## config.mk

```make
export PLATFORM = sky130hd
export DESIGN_NAME = ysyx_23060208_idu_rx
export DESIGN_NICKNAME = d
export VERILOG_FILES = /design/src/rtl/ysyx_23060208_idu_rx.sv
export SDC_FILE = /design/constraint.sdc
export NUM_CORES = 1
export LEC_CHECK = 0
export CAP_MARGIN = 20
export CORE_MARGIN = 8
export CORE_UTILIZATION = 53
export DETAILED_ROUTE_END_ITERATION = 7
export PLACE_DENSITY = 0.95
export SYNTH_ARGS = -nofsm -noshare
export SYNTH_HDL_FRONTEND = slang
export SYNTH_SLANG_ARGS = --single-unit
```

## constraint.sdc

```tcl
create_clock -name clk -period 4.9 [get_ports clk]
set_input_delay 0.49 -clock clk [delete_from_list [all_inputs] [get_ports clk]]
set_output_delay 0.49 -clock clk [all_outputs]
set_load 0.1 [all_outputs]
```

## src/rtl/ysyx_23060208_idu_rx.sv

```systemverilog
// IDU receive side: 2-entry in-order buffer on the IFU->IDU valid/ready channel,
// with combinational RV32I format/field decode of the head entry toward the EXU.
module ysyx_23060208_idu_rx #(
  parameter int DATA_WIDTH = 32,
  parameter int DEPTH      = 2
) (
  input  logic                    clk,
  input  logic                    rst,
  input  logic                    ifu_to_idu_valid,
  input  logic [2*DATA_WIDTH-1:0] ifu_to_idu_data_i,
  output logic                    idu_to_ifu_ready,
  input  logic                    flush,
  output logic                    idu_to_exu_valid,
  input  logic                    exu_to_idu_ready,
  output logic [DATA_WIDTH-1:0]   idu_pc,
  output logic [DATA_WIDTH-1:0]   idu_inst,
  output logic [4:0]              idu_rd,
  output logic [4:0]              idu_rs1,
  output logic [4:0]              idu_rs2,
  output logic [DATA_WIDTH-1:0]   idu_imm,
  output logic [2:0]              idu_type,
  output logic                    idu_illegal,
  output logic [1:0]              dbg_count_o
);

  // Both channels: a beat transfers on a rising edge where valid && ready && !flush.
  // Valid never waits on ready; idu_to_ifu_ready depends only on registered
  // occupancy (and reset), never on exu_to_idu_ready.

  localparam logic [1:0] FULL_COUNT = 2'(DEPTH);

  localparam logic [2:0] TYPE_R   = 3'd0;
  localparam logic [2:0] TYPE_I   = 3'd1;
  localparam logic [2:0] TYPE_S   = 3'd2;
  localparam logic [2:0] TYPE_B   = 3'd3;
  localparam logic [2:0] TYPE_U   = 3'd4;
  localparam logic [2:0] TYPE_J   = 3'd5;
  localparam logic [2:0] TYPE_ILL = 3'd7;

  localparam logic [6:0] OP_LUI    = 7'b0110111;
  localparam logic [6:0] OP_AUIPC  = 7'b0010111;
  localparam logic [6:0] OP_JAL    = 7'b1101111;
  localparam logic [6:0] OP_JALR   = 7'b1100111;
  localparam logic [6:0] OP_LOAD   = 7'b0000011;
  localparam logic [6:0] OP_IMM    = 7'b0010011;
  localparam logic [6:0] OP_SYSTEM = 7'b1110011;
  localparam logic [6:0] OP_STORE  = 7'b0100011;
  localparam logic [6:0] OP_BRANCH = 7'b1100011;
  localparam logic [6:0] OP_REG    = 7'b0110011;

  logic [DATA_WIDTH-1:0] pc_q   [DEPTH];
  logic [DATA_WIDTH-1:0] inst_q [DEPTH];
  logic                  wr_ptr_q, wr_ptr_d;
  logic                  rd_ptr_q, rd_ptr_d;
  logic [1:0]            count_q, count_d;

  logic                  push, pop;
  logic [DATA_WIDTH-1:0] head_pc, head_inst;
  logic [6:0]            opcode;

  assign idu_to_ifu_ready = rst && (count_q != FULL_COUNT);
  assign idu_to_exu_valid = (count_q != 2'd0);
  assign dbg_count_o      = count_q;

  assign push = ifu_to_idu_valid && idu_to_ifu_ready && !flush;
  assign pop  = idu_to_exu_valid && exu_to_idu_ready && !flush;

  always_comb begin
    wr_ptr_d = wr_ptr_q;
    rd_ptr_d = rd_ptr_q;
    count_d  = count_q;
    if (flush) begin
      wr_ptr_d = 1'b0;
      rd_ptr_d = 1'b0;
      count_d  = 2'd0;
    end else begin
      if (push) wr_ptr_d = ~wr_ptr_q;
      if (pop)  rd_ptr_d = ~rd_ptr_q;
      case ({push, pop})
        2'b10:   count_d = count_q + 2'd1;
        2'b01:   count_d = count_q - 2'd1;
        default: count_d = count_q;
      endcase
    end
  end

  always_ff @(posedge clk or negedge rst) begin
    if (!rst) begin
      wr_ptr_q <= 1'b0;
      rd_ptr_q <= 1'b0;
      count_q  <= 2'd0;
      for (int i = 0; i < DEPTH; i++) begin
        pc_q[i]   <= '0;
        inst_q[i] <= '0;
      end
    end else begin
      wr_ptr_q <= wr_ptr_d;
      rd_ptr_q <= rd_ptr_d;
      count_q  <= count_d;
      if (push) begin
        pc_q[wr_ptr_q]   <= ifu_to_idu_data_i[2*DATA_WIDTH-1:DATA_WIDTH];
        inst_q[wr_ptr_q] <= ifu_to_idu_data_i[DATA_WIDTH-1:0];
      end
    end
  end

  assign head_pc   = pc_q[rd_ptr_q];
  assign head_inst = inst_q[rd_ptr_q];
  assign opcode    = head_inst[6:0];

  // Decode outputs are forced to zero whenever the head is empty.
  always_comb begin
    idu_pc      = '0;
    idu_inst    = '0;
    idu_rd      = 5'd0;
    idu_rs1     = 5'd0;
    idu_rs2     = 5'd0;
    idu_imm     = '0;
    idu_type    = 3'd0;
    idu_illegal = 1'b0;
    if (idu_to_exu_valid) begin
      idu_pc   = head_pc;
      idu_inst = head_inst;
      case (opcode)
        OP_LUI, OP_AUIPC: begin
          idu_type = TYPE_U;
          idu_rd   = head_inst[11:7];
          idu_imm  = {{(DATA_WIDTH-31){head_inst[31]}}, head_inst[30:12], 12'b0};
        end
        OP_JAL: begin
          idu_type = TYPE_J;
          idu_rd   = head_inst[11:7];
          idu_imm  = {{(DATA_WIDTH-20){head_inst[31]}}, head_inst[19:12],
                      head_inst[20], head_inst[30:21], 1'b0};
        end
        OP_JALR, OP_LOAD, OP_IMM, OP_SYSTEM: begin
          idu_type = TYPE_I;
          idu_rd   = head_inst[11:7];
          idu_rs1  = head_inst[19:15];
          idu_imm  = {{(DATA_WIDTH-11){head_inst[31]}}, head_inst[30:20]};
        end
        OP_STORE: begin
          idu_type = TYPE_S;
          idu_rs1  = head_inst[19:15];
          idu_rs2  = head_inst[24:20];
          idu_imm  = {{(DATA_WIDTH-11){head_inst[31]}}, head_inst[30:25], head_inst[11:7]};
        end
        OP_BRANCH: begin
          idu_type = TYPE_B;
          idu_rs1  = head_inst[19:15];
          idu_rs2  = head_inst[24:20];
          idu_imm  = {{(DATA_WIDTH-12){head_inst[31]}}, head_inst[7],
                      head_inst[30:25], head_inst[11:8], 1'b0};
        end
        OP_REG: begin
          idu_type = TYPE_R;
          idu_rd   = head_inst[11:7];
          idu_rs1  = head_inst[19:15];
          idu_rs2  = head_inst[24:20];
        end
        default: begin
          idu_type    = TYPE_ILL;
          idu_illegal = 1'b1;
        end
      endcase
    end
  end

endmodule

```

* After elaboration in Yosys (flattened, before gate mapping)
Index checks and enable logic that the tools add are counted.
Operators by class: equal/unequal tests 13, add/subtract/negate cells 2, $lt $le $gt $ge 3, mux-type cells 30, reduce and logical (&&, ||, !) cells 17, bitwise operators 4
Operator list (number):
- 32-bit 2-to-1 mux | 10
- 32-bit case mux with 5 select lines | 1
- 64-bit bitwise mux | 2
- 32-bit demux with 1-bit select | 1
- 5-bit 2-to-1 mux | 6
- 7-bit equality test (second input constant) | 4
- 7-bit by 6-bit equality test with 1-bit output (second input constant) | 3
- 3-bit case mux with 6 select lines | 1
- 7-bit by 5-bit equality test with 1-bit output (second input constant) | 2
- 10-bit OR reduction | 1
- 8-bit OR reduction | 1
- 7-bit by 2-bit equality test with 1-bit output (second input constant) | 1
- 7-bit OR reduction | 1
- 1-bit logical AND | 6
- 1-bit 2-to-1 mux | 6
- 2-bit nonzero test | 3
- 2-bit >= comparator (second input constant) | 2
- 1-bit NOT with 2-bit output | 2
- 2-bit case mux with 2 select lines | 1
- 4-bit OR reduction | 1
- 3-bit 2-to-1 mux | 1
- 3-bit nonzero test | 1
- 3-bit OR reduction | 1
- 2-bit by 1-bit adder with 2-bit output (second input constant) | 1
- other kinds (9) | 10
Storage, ports and cells: bits of input ports 69, register bits after elaboration 132, output and inout bits 119, word-level logic and storage cells 76

* Longest topological paths before layout
depth after elaboration 8, mapped depth 8, mapped depth without buffers 5

* Least setup slack after synthesis
No wires, ideal clock.
path type register -> output, start reg count_q[1], in the netlist dbg_count_o[1], end out idu_imm[10], data required time 4.410 ns, arrival time 4.798 ns, setup slack -0.388 ns, path buffers 1, stages on the path, launching flop included 6, cell sequence dfrtp_1 > nor2_1 > inv_1 > clkbuf_1 > and2_1 > nor2b_1
Between the ends: word-level cells in the longest chain between the ends 2
RTL lines:
- start, declared | line 55 | logic [1:0] count_q, count_d;
- start signal, assigned | line 99 | count_q <= count_d;
- 2-bit nonzero test | line 62 | assign idu_to_exu_valid = (count_q != 2'd0);
- net idu_to_exu_valid | line 13 | output logic idu_to_exu_valid,
- 32-bit 2-to-1 mux | line 121 | if (idu_to_exu_valid) begin
- end, declared | line 20 | output logic [DATA_WIDTH-1:0] idu_imm,
The timed path passes the listed nets, and every way through them passes these cells.

* Worst setup path in the final report
start reg rd_ptr_q, end out idu_imm[26]
Between the ends: word-level cells in the longest chain between the ends 8, elaborated cells on any way between the ends 17, those cells by class eq/ne: 9; mux: 5; bitwise: 1; reduce/logical: 2
RTL lines:
- start, declared | line 54 | logic rd_ptr_q, rd_ptr_d;
- start signal, assigned | line 98 | rd_ptr_q <= rd_ptr_d;
- 1-bit NOT with 2-bit output (implied by the code) * | line 108 | assign head_inst = inst_q[rd_ptr_q];
- 32-bit 2-to-1 mux (implied by the code) * (3 in series) | line 108
- 7-bit equality test (tied with other cells) | line 124 | case (opcode)
- 4-bit OR reduction / 2-bit OR reduction (equally long branches) | line 124
- 32-bit case mux with 5 select lines * | line 124
- 32-bit 2-to-1 mux * | line 121
Every way passes the cells marked *; elsewhere a longest branch is shown, timed or not. The select of a mux whose other input is x is not followed.

==> qor.yml <==
outcome: "finished clean"
path_cells: "mux2i_1 > nor4_1 > o31a_1 > o31ai_4 > buf_4 > a21oi_2 > buf_4"
core-area_mm2: 0.0127
vias_per_cell: 5.57
ir_worst_vdd_mv: 0.331
cp_slowest_cell: "dfrtp_4"
clk_path_buf_depth: 2
cts_setup_buffers: 0
clock_sink_count: 132
cp_top_family: "compound AO/OA/AOI/OAI gates"
fp-row-count: 41
grt_pass1_vias: 5690
crit_arrival_ns: 4.03
wire_per_inst_um: 20.3
crit_type: "flip-flop to output port"
drc_errors: 0
period_share: 0.923
utilization: 0.745
cp_max_fo: 47
synth_area_mm2: 0.00691
grt_start_max_net_pins: 63
ant_nets: 0
critPathMaxStageDelay_ns: 0.91
grt_pass1_wl_um: 30400
setup_tns_ns: 0
cts_tree: "done"
drive_above_1_share: 0.322
power_density_mw_per_mm2: 429
wirelength_um: 19400
worst_slew_pin_slew_ns: 1.05
hp-class: "flip-flop to flip-flop"
area_growth_pct: 36.6
cp_data_required_time_ns: 4.41
antenna_found_initial: 0
post-synth-top-count-cell: "dfrtp_1"
slew_violations: 0
crit_buf_inv: 2
ys_seq_area_frac: 0.478
synth_top_area_cell: "dfrtp_1"
die_y_um: 130
synth_flop_cell: "dfrtp_1"
num-fill-cells: 824
total_leakage_power_nw: 3.76
ys_seq_elements: 132
crit_path_start_kind: "flip-flop"
finalSetupViolations: 0
hold_viol: 0
postLayoutCellArea_mm2: 0.00944
cts-htree-levels: 4
path_clk_slew_ns: 0.06
initial_utilization: 0.545
ys_types: 45
grt_usage: 0.233
grt-ovfl-total: 0
dr.pass1.iters: 5
post-route-min-period_ns: 4.52
drtIter0Drc: 307
clock-root-buffer: "clkbuf_16"
synthArstFlopShare: 1.00
nets: 842
worstSetupEndpointType: "output port"
fin_skew_ns: 0.00527
fp.dieW_um: 130
clk_latency_ns: 0.41
cts_buffers: 17
synthTopCellsByCount: "132 x dfrtp_1, 127 x mux2_2, 82 x nor2_1"
timing.fmax_ghz: 0.221
place_hpwl_um: 13900
dieArea_mm2: 0.0169
port_buffers: 187
path_common_cell: "buf_4"
yosys.area.top_type_share: 0.478
cap_violations: 0
placed_cells: 925
slew_headroom: 0.298
syn-num-nets: 660
gp_congestion: 0.930
synth_area_leaders: "dfrtp_1 48%, mux2_2 21%, mux2i_1 7.8%, nor2_1 4.5%, a21oi_2 2.4%"
synth_warnings: 0
placed_area_mm2: 0.00888
rsz0062_at_grt: "false"
syn_inst: 591
synth_edf_count: 0
boundaryPins: 188
vias: 5340
final_cells: 958
cts.repair.resized: 0
avgSynthCellArea_um2: 11.7
## kinds of logic after synthesis
logic type / share of synthesized area
and+or+nand+nor: 0.112
xor gates and xnor gates: 0.00254
AOI/OAI and AO/OA: 0.0634
muxes: 0.315
DFF: 0.478
buffers and inverters: 0.0290
## per-layer routing
metal	part of all wire	wire (um)	up-vias	GRT usage
met1	0.40	7750	2651	0.277
met2	0.50	9630	208	0.387
met5	0	0	-	0
li1	-	-	2443	-
met3	0.080	1550	38	0.0702
met4	0.026	500	0	0.0915
## worst register-to-register path: stages, from the launching register on
cell,delay (ns)
dfrtp_1,0.48
nand2b_1,0.19
nand3_1,0.23
nor3_4,0.75
buf_12,0.37
mux2_2,0.42
## layout by cell type (no fill, tap or decap), types with 6 or more instances in the layout
cell             instances
o21ai_0                  6
mux2i_1                 54
nand3_1                  9
clkbuf_16               17
a21oi_2                 19
clkdlybuf4s50_1        135
nand2b_1                16
a21oi_1                  9
mux2_1                  14
nor2_1                  81
and2_1                   8
nand2_1                 26
buf_4                   54
mux2_2                 127
buf_12                   7
dfrtp_1                131
## worst paths after layout
path	depth (start not counted)	startpoint	slack [ns]	end
worst max-delay path	7	rd_ptr_q	0.38	idu_imm[26]
worst min-delay path	1	pc_q[56]	0.49	pc_q[56]
worst max register to register	5	dbg_count_o[0]	2.35	pc_q[44]
worst min register to register	1	pc_q[56]	0.49	pc_q[56]
max in group asynchronous	3	rst	3.34	pc_q[57]
min in group asynchronous	2	rst	0.54	pc_q[41]
## what timing repair did
item	in CTS	in global routing
endpoints found under the hold margin	33	0
endpoints found under the setup margin	0	0
hold buffers	1	0
## state kept, by name, indices dropped and copies added (netlist names)
name / count
pc_q: 64
rd_ptr_q: 1
inst_q: 64
dbg_count_o: 2
wr_ptr_q: 1
## per-stage QoR
stage               hold slack (ns)  setup WS, ns  power [W]
floorplan                     0.194        0.0752    0.00250
global route                  0.505         0.224    0.00423
global placement              0.402          1.07    0.00280
finish                        0.490         0.376    0.00405
CTS                           0.487         0.407    0.00407
detailed placement            0.411         0.857    0.00288
## area by class of cell
| type | instances | area [um2] | share of cell area |
|---|---|---|---|
| diodes | 1 | 2.50 | 0.000265 |
| inverters | 3 | 11.3 | 0.00119 |
| repair buffers | 198 | 1920 | 0.203 |
| clock buffers | 23 | 468 | 0.0496 |
| well taps | 172 | 215 | 0.0228 |
| flip-flops and latches | 132 | 3310 | 0.350 |
| multi-input cells | 421 | 3440 | 0.364 |
| clock inverters | 8 | 78.8 | 0.00835 |
## where the power goes
part / internal (W) / switching (W)
combinational: 0.000495 / 0.000817
sequential: 0.00138 / 0.000188
clock: 0.000719 / 0.000456
Note: power is estimated with default switching activity, not from simulation.
